===== src/rtl/tpu_result_reader_if.sv =====
// C-SRAM read port plus the de-skewed result stream of tpu_result_reader.
// out_* handshake: a beat transfers on a clk edge where out_valid & out_ready; once
// out_valid is high, out_data/out_row/out_col/out_last stay stable until that transfer.
interface tpu_result_reader_if #(
   parameter int N   = 16,
   parameter int FPW = 32
);
   logic               sram_re;
   logic [5:0]         sram_raddr;
   logic [N*FPW-1:0]   sram_rdata;
   logic               out_valid;
   logic               out_ready;
   logic [FPW-1:0]     out_data;
   logic [3:0]         out_row;
   logic [3:0]         out_col;
   logic               out_last;

   modport master (
      output sram_re, sram_raddr, out_valid, out_data, out_row, out_col, out_last,
      input  sram_rdata, out_ready
   );

   modport slave (
      input  sram_re, sram_raddr, out_valid, out_data, out_row, out_col, out_last,
      output sram_rdata, out_ready
   );
endinterface


===== src/rtl/tpu_result_reader.sv =====
// Reads diagonal-packed result stripes from C-SRAM and streams C[i][j] in row-major
// order; reads are only issued when the output FIFO is guaranteed room on return.
module tpu_result_reader #(
   parameter int N          = 16,
   parameter int FPW        = 32,
   parameter int BASE_ADDR  = 1,
   parameter int FIFO_DEPTH = 2
) (
   input  logic                 clk,
   input  logic                 srstn,
   input  logic                 rd_start,
   input  logic                 tpu_done,
   tpu_result_reader_if.master  bus,
   output logic                 rd_busy,
   output logic                 rd_done,
   output logic [1:0]           dbg_state
);
   localparam int OW = $clog2(FIFO_DEPTH + 1);
   localparam int LW = OW + 1;
   localparam int PW = (FIFO_DEPTH > 1) ? $clog2(FIFO_DEPTH) : 1;
   localparam int EW = FPW + 9;

   if (BASE_ADDR + 2 * N - 2 > 63) begin : g_addr_chk
      $error("tpu_result_reader: stripe addresses do not fit in 6 bits");
   end

   typedef enum logic [1:0] {IDLE = 2'd0, ISSUE = 2'd1, DRAIN = 2'd2} state_t;

   state_t          state;
   logic [3:0]      i_idx, j_idx;
   logic            rd_v, rd_last;
   logic [3:0]      rd_i, rd_j;
   logic [FPW-1:0]  lane;
   logic [EW-1:0]   mem [FIFO_DEPTH];
   logic [PW-1:0]   wr_ptr, rd_ptr;
   logic [OW-1:0]   occ;
   logic [LW-1:0]   level;
   logic            push, pop, issue, last_ij, slot_free;

   function automatic logic [PW-1:0] ptr_inc(input logic [PW-1:0] p);
      return (p == PW'(FIFO_DEPTH - 1)) ? '0 : p + PW'(1);
   endfunction

   assign dbg_state = state;
   assign last_ij   = (i_idx == 4'(N - 1)) && (j_idx == 4'(N - 1));
   assign push      = rd_v;
   assign pop       = bus.out_valid & bus.out_ready;
   // Reads still in flight count against FIFO space so a stalled consumer never overflows it.
   assign level     = {1'b0, occ} + LW'(rd_v);
   assign slot_free = (level < LW'(FIFO_DEPTH)) || ((level == LW'(FIFO_DEPTH)) && pop);
   assign issue     = (state == ISSUE) && slot_free;

   assign bus.sram_re    = issue;
   assign bus.sram_raddr = issue ? (6'(BASE_ADDR) + {2'b00, i_idx} + {2'b00, j_idx}) : 6'd0;

   assign bus.out_valid = (occ != '0);
   assign {bus.out_last, bus.out_row, bus.out_col, bus.out_data} = mem[rd_ptr];

   always_comb begin
      lane = '0;
      for (int k = 0; k < N; k++) begin
         if (rd_i == 4'(k)) lane = bus.sram_rdata[k*FPW +: FPW];
      end
   end

   always_ff @(posedge clk or negedge srstn) begin
      if (!srstn) begin
         state   <= IDLE;
         i_idx   <= '0;
         j_idx   <= '0;
         rd_busy <= 1'b0;
         rd_done <= 1'b0;
      end else begin
         rd_done <= 1'b0;
         case (state)
            IDLE: begin
               if (rd_start && tpu_done) begin
                  state   <= ISSUE;
                  rd_busy <= 1'b1;
                  i_idx   <= '0;
                  j_idx   <= '0;
               end
            end
            ISSUE: begin
               if (issue) begin
                  if (last_ij) begin
                     state <= DRAIN;
                  end else if (j_idx == 4'(N - 1)) begin
                     j_idx <= '0;
                     i_idx <= i_idx + 4'd1;
                  end else begin
                     j_idx <= j_idx + 4'd1;
                  end
               end
            end
            DRAIN: begin
               // Finish on the edge that accepts the final beat so rd_done follows it directly.
               if (!rd_v && ((occ == '0) || ((occ == OW'(1)) && pop))) begin
                  state   <= IDLE;
                  rd_busy <= 1'b0;
                  rd_done <= 1'b1;
               end
            end
            default: state <= IDLE;
         endcase
      end
   end

   // Lane-select pipeline: tags travel alongside the SRAM's one-cycle read latency.
   always_ff @(posedge clk or negedge srstn) begin
      if (!srstn) begin
         rd_v    <= 1'b0;
         rd_i    <= '0;
         rd_j    <= '0;
         rd_last <= 1'b0;
      end else begin
         rd_v    <= issue;
         rd_i    <= i_idx;
         rd_j    <= j_idx;
         rd_last <= last_ij;
      end
   end

   always_ff @(posedge clk or negedge srstn) begin
      if (!srstn) begin
         for (int k = 0; k < FIFO_DEPTH; k++) mem[k] <= '0;
         wr_ptr <= '0;
         rd_ptr <= '0;
         occ    <= '0;
      end else begin
         if (push) begin
            mem[wr_ptr] <= {rd_last, rd_i, rd_j, lane};
            wr_ptr      <= ptr_inc(wr_ptr);
         end
         if (pop) rd_ptr <= ptr_inc(rd_ptr);
         if (push && !pop)      occ <= occ + OW'(1);
         else if (!push && pop) occ <= occ - OW'(1);
      end
   end
endmodule


===== src/flat_wrapper.sv =====
// flat-port wrapper written by rule: the top's interface ports become plain ports
module tpu_result_reader_flat 
#(
   parameter int N          = 16,
   parameter int FPW        = 32,
   parameter int BASE_ADDR  = 1,
   parameter int FIFO_DEPTH = 2
)
  (clk, srstn, rd_start, tpu_done, rd_busy, rd_done, dbg_state, bus_sram_re, bus_sram_raddr, bus_out_valid, bus_out_data, bus_out_row, bus_out_col, bus_out_last, bus_sram_rdata, bus_out_ready);
  tpu_result_reader_if #(.N(N), .FPW(FPW)) bus_i ();
  input  logic clk;
  input  logic srstn;
  input  logic rd_start;
  input  logic tpu_done;
  output logic rd_busy;
  output logic rd_done;
  output logic [1:0] dbg_state;
  output wire logic [$bits(bus_i.sram_re)-1:0] bus_sram_re;
  output wire logic [$bits(bus_i.sram_raddr)-1:0] bus_sram_raddr;
  output wire logic [$bits(bus_i.out_valid)-1:0] bus_out_valid;
  output wire logic [$bits(bus_i.out_data)-1:0] bus_out_data;
  output wire logic [$bits(bus_i.out_row)-1:0] bus_out_row;
  output wire logic [$bits(bus_i.out_col)-1:0] bus_out_col;
  output wire logic [$bits(bus_i.out_last)-1:0] bus_out_last;
  input wire logic [$bits(bus_i.sram_rdata)-1:0] bus_sram_rdata;
  input wire logic [$bits(bus_i.out_ready)-1:0] bus_out_ready;
  assign bus_sram_re = bus_i.sram_re;
  assign bus_sram_raddr = bus_i.sram_raddr;
  assign bus_out_valid = bus_i.out_valid;
  assign bus_out_data = bus_i.out_data;
  assign bus_out_row = bus_i.out_row;
  assign bus_out_col = bus_i.out_col;
  assign bus_out_last = bus_i.out_last;
  assign bus_i.sram_rdata = bus_sram_rdata;
  assign bus_i.out_ready = bus_out_ready;
  tpu_result_reader #(.N(N), .FPW(FPW), .BASE_ADDR(BASE_ADDR), .FIFO_DEPTH(FIFO_DEPTH)) u_core (.clk(clk), .srstn(srstn), .rd_start(rd_start), .tpu_done(tpu_done), .bus(bus_i), .rd_busy(rd_busy), .rd_done(rd_done), .dbg_state(dbg_state));
endmodule

===== config.mk =====
export PLATFORM = sky130hd
export DESIGN_NAME = tpu_result_reader_flat
export DESIGN_NICKNAME = d
export VERILOG_FILES = /design/src/rtl/tpu_result_reader_if.sv /design/src/rtl/tpu_result_reader.sv /design/src/flat_wrapper.sv
export SDC_FILE = /design/constraint.sdc
export NUM_CORES = 1
export LEC_CHECK = 0
export CAP_MARGIN = 25
export CORE_AREA = 10 10 211 213
export CTS_BUF_LIST = sky130_fd_sc_hd__clkbuf_4
export CTS_CLUSTER_SIZE = 12
export DETAILED_ROUTE_END_ITERATION = 10
export DIE_AREA = 0 0 221 223
export MAX_ROUTING_LAYER = met4
export PLACE_DENSITY = 0.54
export SLEW_MARGIN = 5
export SYNTH_ARGS = -nofsm -noshare
export SYNTH_HDL_FRONTEND = slang
export SYNTH_SLANG_ARGS = --single-unit

===== constraint.sdc =====
create_clock -name clk -period 3.4 [get_ports clk]
set_input_delay 0.68 -clock clk [delete_from_list [all_inputs] [get_ports clk]]
set_output_delay 0.68 -clock clk [all_outputs]
set_load 0.1 [all_outputs]

==> impl_metrics.tcl <==
set metrics [dict create \
    status "completed" \
    finalCritPeriodShare_pct 94.8 \
    setup_viol 0 \
    cts_tree "built" \
    post_synth.cell_area_avg_um2 8.51 \
    die_h_um 223 \
    syn2layout_area_growth_pct 63.0 \
    ir_drop_v 0.000431 \
    port_buffers 569 \
    drt_wl_total_um 64000 \
    row_count 74 \
    ys.flop_type "dfrtp_1" \
    syn_nets 1738 \
    required_ns 2.72 \
    startpoint_type "register" \
    antenna_found_initial 19 \
    hold_path_class "input port to async pin" \
    timing.rr.end "u_core.mem[24]" \
    dp_hpwl_um 53600 \
    drc 0 \
    finalWorstSetupSlack_ns 0.178 \
    die_w_um 221 \
    path_clk_slew_ns 0.17 \
    ys_warn_count 0 \
    dpl-instance-area_um2 16500 \
    nNetsFinal 2254 \
    slew_headroom_pct 38.7 \
    stdcell_area_um2 16800 \
    ios 570 \
    vias 12000 \
    core_um2 40400 \
    pre_cts_ws_ns 0.463 \
    initial_core_util_pct 25.5 \
    place_congestion 0.934 \
    dieArea_um2 49300 \
    seq_power_share_pct 18.9 \
    grt_pass1_vias 12700 \
    drt-initial-drc-count 816 \
    finalCriticalPeriod_ns 3.22 \
    wl_per_cell_um 28.1 \
    worst_slew_pin_slew_ns 0.917 \
    hold_buffers 0 \
    p_leak_uw 0.00643 \
    reg2reg_slack_ns 0.68 \
    htree_levels 3 \
    grt_pass1_wl_um 91200 \
    power_density_nw_per_um2 728 \
    p_sw_uw 6880 \
    path_class "register to primary output" \
    crit_arrival_ns 2.54 \
    viasPerCell 5.25 \
    hold_viol 0 \
    final_cell_mix "515 x clkdlybuf4s50_1, 120 x nand2_1, 109 x o21ai_0" \
    ys_types 70 \
    intPower_uw 5310 \
    syn-instance-count 1208 \
    skew_ns 0.0123 \
    slew_violations 0 \
    rsz0062_at_grt "false" \
    p_sw_share_pct 56.4 \
    synth_area_um2 10300 \
    yosysSeqAreaShare_pct 26.3 \
    fmax_ghz 0.310 \
    clockPowerShare_pct 7.0 \
    ys_ff_latch 108 \
    grt_max_degree 54 \
    antenna_left 0 \
    clk_latency_ns 0.50 \
    crit-reg2reg-launch "u_core.rd_i[0]" \
    cts_buffers 9 \
    maxCapViolations 0 \
    cp_max_fo 10 \
    combPwrFrac_pct 74.1 \
    drtPass1Iterations 6 \
    final_common_cell "clkdlybuf4s50_1" \
    synth_edf_count 0 \
    cts_sinks 108 \
    grt_usage_pct 25.5 \
    async_flop_share_pct 100 \
    drive_gt1_share_pct 14.9 \
    grt_overflow_total 0 \
    end_kind "primary output" \
    rr_worst_depth 5 \
    root_buffer "clkbuf_4" \
    cts_buffer_depth 2 \
]
-- worst max-delay path by stage --
stage / from / endpoint / slack, ns
after floorplan: u_core.occ[1] / bus_sram_raddr[0] / -0.19
after global placement: bus_out_ready / bus_sram_raddr[0] / 0.47
after detailed placement: bus_out_ready / bus_sram_raddr[0] / 0.46
after CTS: u_core.push / bus_sram_raddr[0] / 0.06
after global routing: u_core.occ[0] / bus_sram_raddr[0] / 0.03
final: u_core.occ[0] / bus_sram_raddr[0] / 0.18
-- Yosys cell counts (all sizes together) (5+ instances only) --
master   number  share of area [%]
dfrtp       108                 26
ha           12                1.5
nand2b       11               0.67
a31oi         7               0.43
o32ai        11               0.94
o211ai        6               0.44
a21o         16                1.2
nor3          6               0.29
mux4         20                4.5
o22a          6               0.51
a32oi         6               0.51
nand2       121                4.4
nor4b         5               0.43
o2bb2ai      17                1.4
o21ai       112                5.5
o31ai        27                2.0
nor2b        38                2.3
a211oi       10               0.73
a21oi        68                3.3
nand3b        8               0.58
or3b         14                1.2
a221o        13                1.3
buf          67                4.2
and2          7               0.43
o22ai        54                3.3
mux2         71                7.8
o221ai       26                2.4
a221oi       10                1.1
and3b        11               0.94
nand3         7               0.34
clkbuf       45                1.7
mux2i        91                8.9
nor2        108                3.9
inv          24               0.88
-- power groups by stage --
stage	clock network [uW]	logic [uW]	registers [uW]
global route	922	9550	2390
detailed placement	0	9060	2350
CTS	880	9080	2320
global placement	0	8950	2330
floorplan	0	6340	2130
finish	850	9040	2310
-- stage by stage --
step | setup TNS [ns] | hold WS, ns | power, uW | utilization (%) | std cells
2_1_floorplan | -0.186 | 0.374 | 8470 | - | 1208
3_3_place_gp | 0 | 0.403 | 11300 | 40.8 | 2242
3_5_place_dp | 0 | 0.403 | 11400 | 40.9 | 2244
4_1_cts | 0 | 0.204 | 12300 | 41.4 | 2260
5_1_grt | 0 | 0.205 | 12900 | 41.5 | 2275
6_report | 0 | 0.196 | 12200 | 41.5 | 2278
-- flip-flops by register name, indices dropped and copies added, names as in the netlist --
| register | cells |
|---|---|
| u_core.rd_busy | 1 |
| u_core.rd_done | 1 |
| u_core.j_idx | 4 |
| u_core.rd_ptr | 1 |
| u_core.mem | 82 |
| u_core.rd_i | 4 |
| u_core.rd_last | 1 |
| u_core.wr_ptr | 1 |
| u_core.push | 1 |
| u_core.occ | 2 |
| u_core.i_idx | 4 |
| u_core.rd_j | 4 |
| u_core.dbg_state | 2 |
-- worst max-delay path, cell delays in order (launching register included) --
cell and delay [ns]:
dfrtp_1 0.46, ha_1 0.21, inv_1 0.06, ha_1 0.29
a41o_1 0.24, nand3b_1 0.12, buf_6 0.18, clkinvlp_4 0.15
and2_4 0.17, buf_12 0.16
-- repair_timing --
item                                    CTS  global route
endpoints found under the setup margin    1             2
setup buffers                             0             1
gates resized for setup                   1             2
-- per-layer routing --
| layer | vias up | track usage (%) | part of all wire [%] |
|---|---|---|---|
| met5 | - | - | 0 |
| met4 | 0 | 6.96 | 2.2 |
| met3 | 42 | 6.16 | 6.2 |
| met2 | 455 | 44.8 | 51 |
| met1 | 5885 | 28.2 | 40 |
| li1 | 5581 | - | - |
-- cell families (layout without fill, tap and decap cells) --
kind of cell | Yosys count | in the layout | synth area share (%)
simple gates | 361 | 361 | 17.6
fa+ha+maj | 13 | 13 | 1.66
compound gates | 400 | 400 | 25.9
xor+xnor | 8 | 8 | 0.681
flops | 108 | 108 | 26.3
other cells | 0 | 17 | 0
mux | 182 | 182 | 21.1
buf+inv | 136 | 657 | 6.75
-- cell type report --
class / instances / area (um2)
Sequential cell: 108 / 2720
Inverter: 24 / 97.6
Tap cell: 532 / 666
Fill cell: 4215 / 23600
Timing Repair Buffer: 617 / 6100
Clock buffer: 9 / 67.6
Clock inverter: 7 / 123
Antenna cell: 17 / 42.5
Multi-Input combinational cell: 964 / 6940
(Power assumes the default switching activity.)
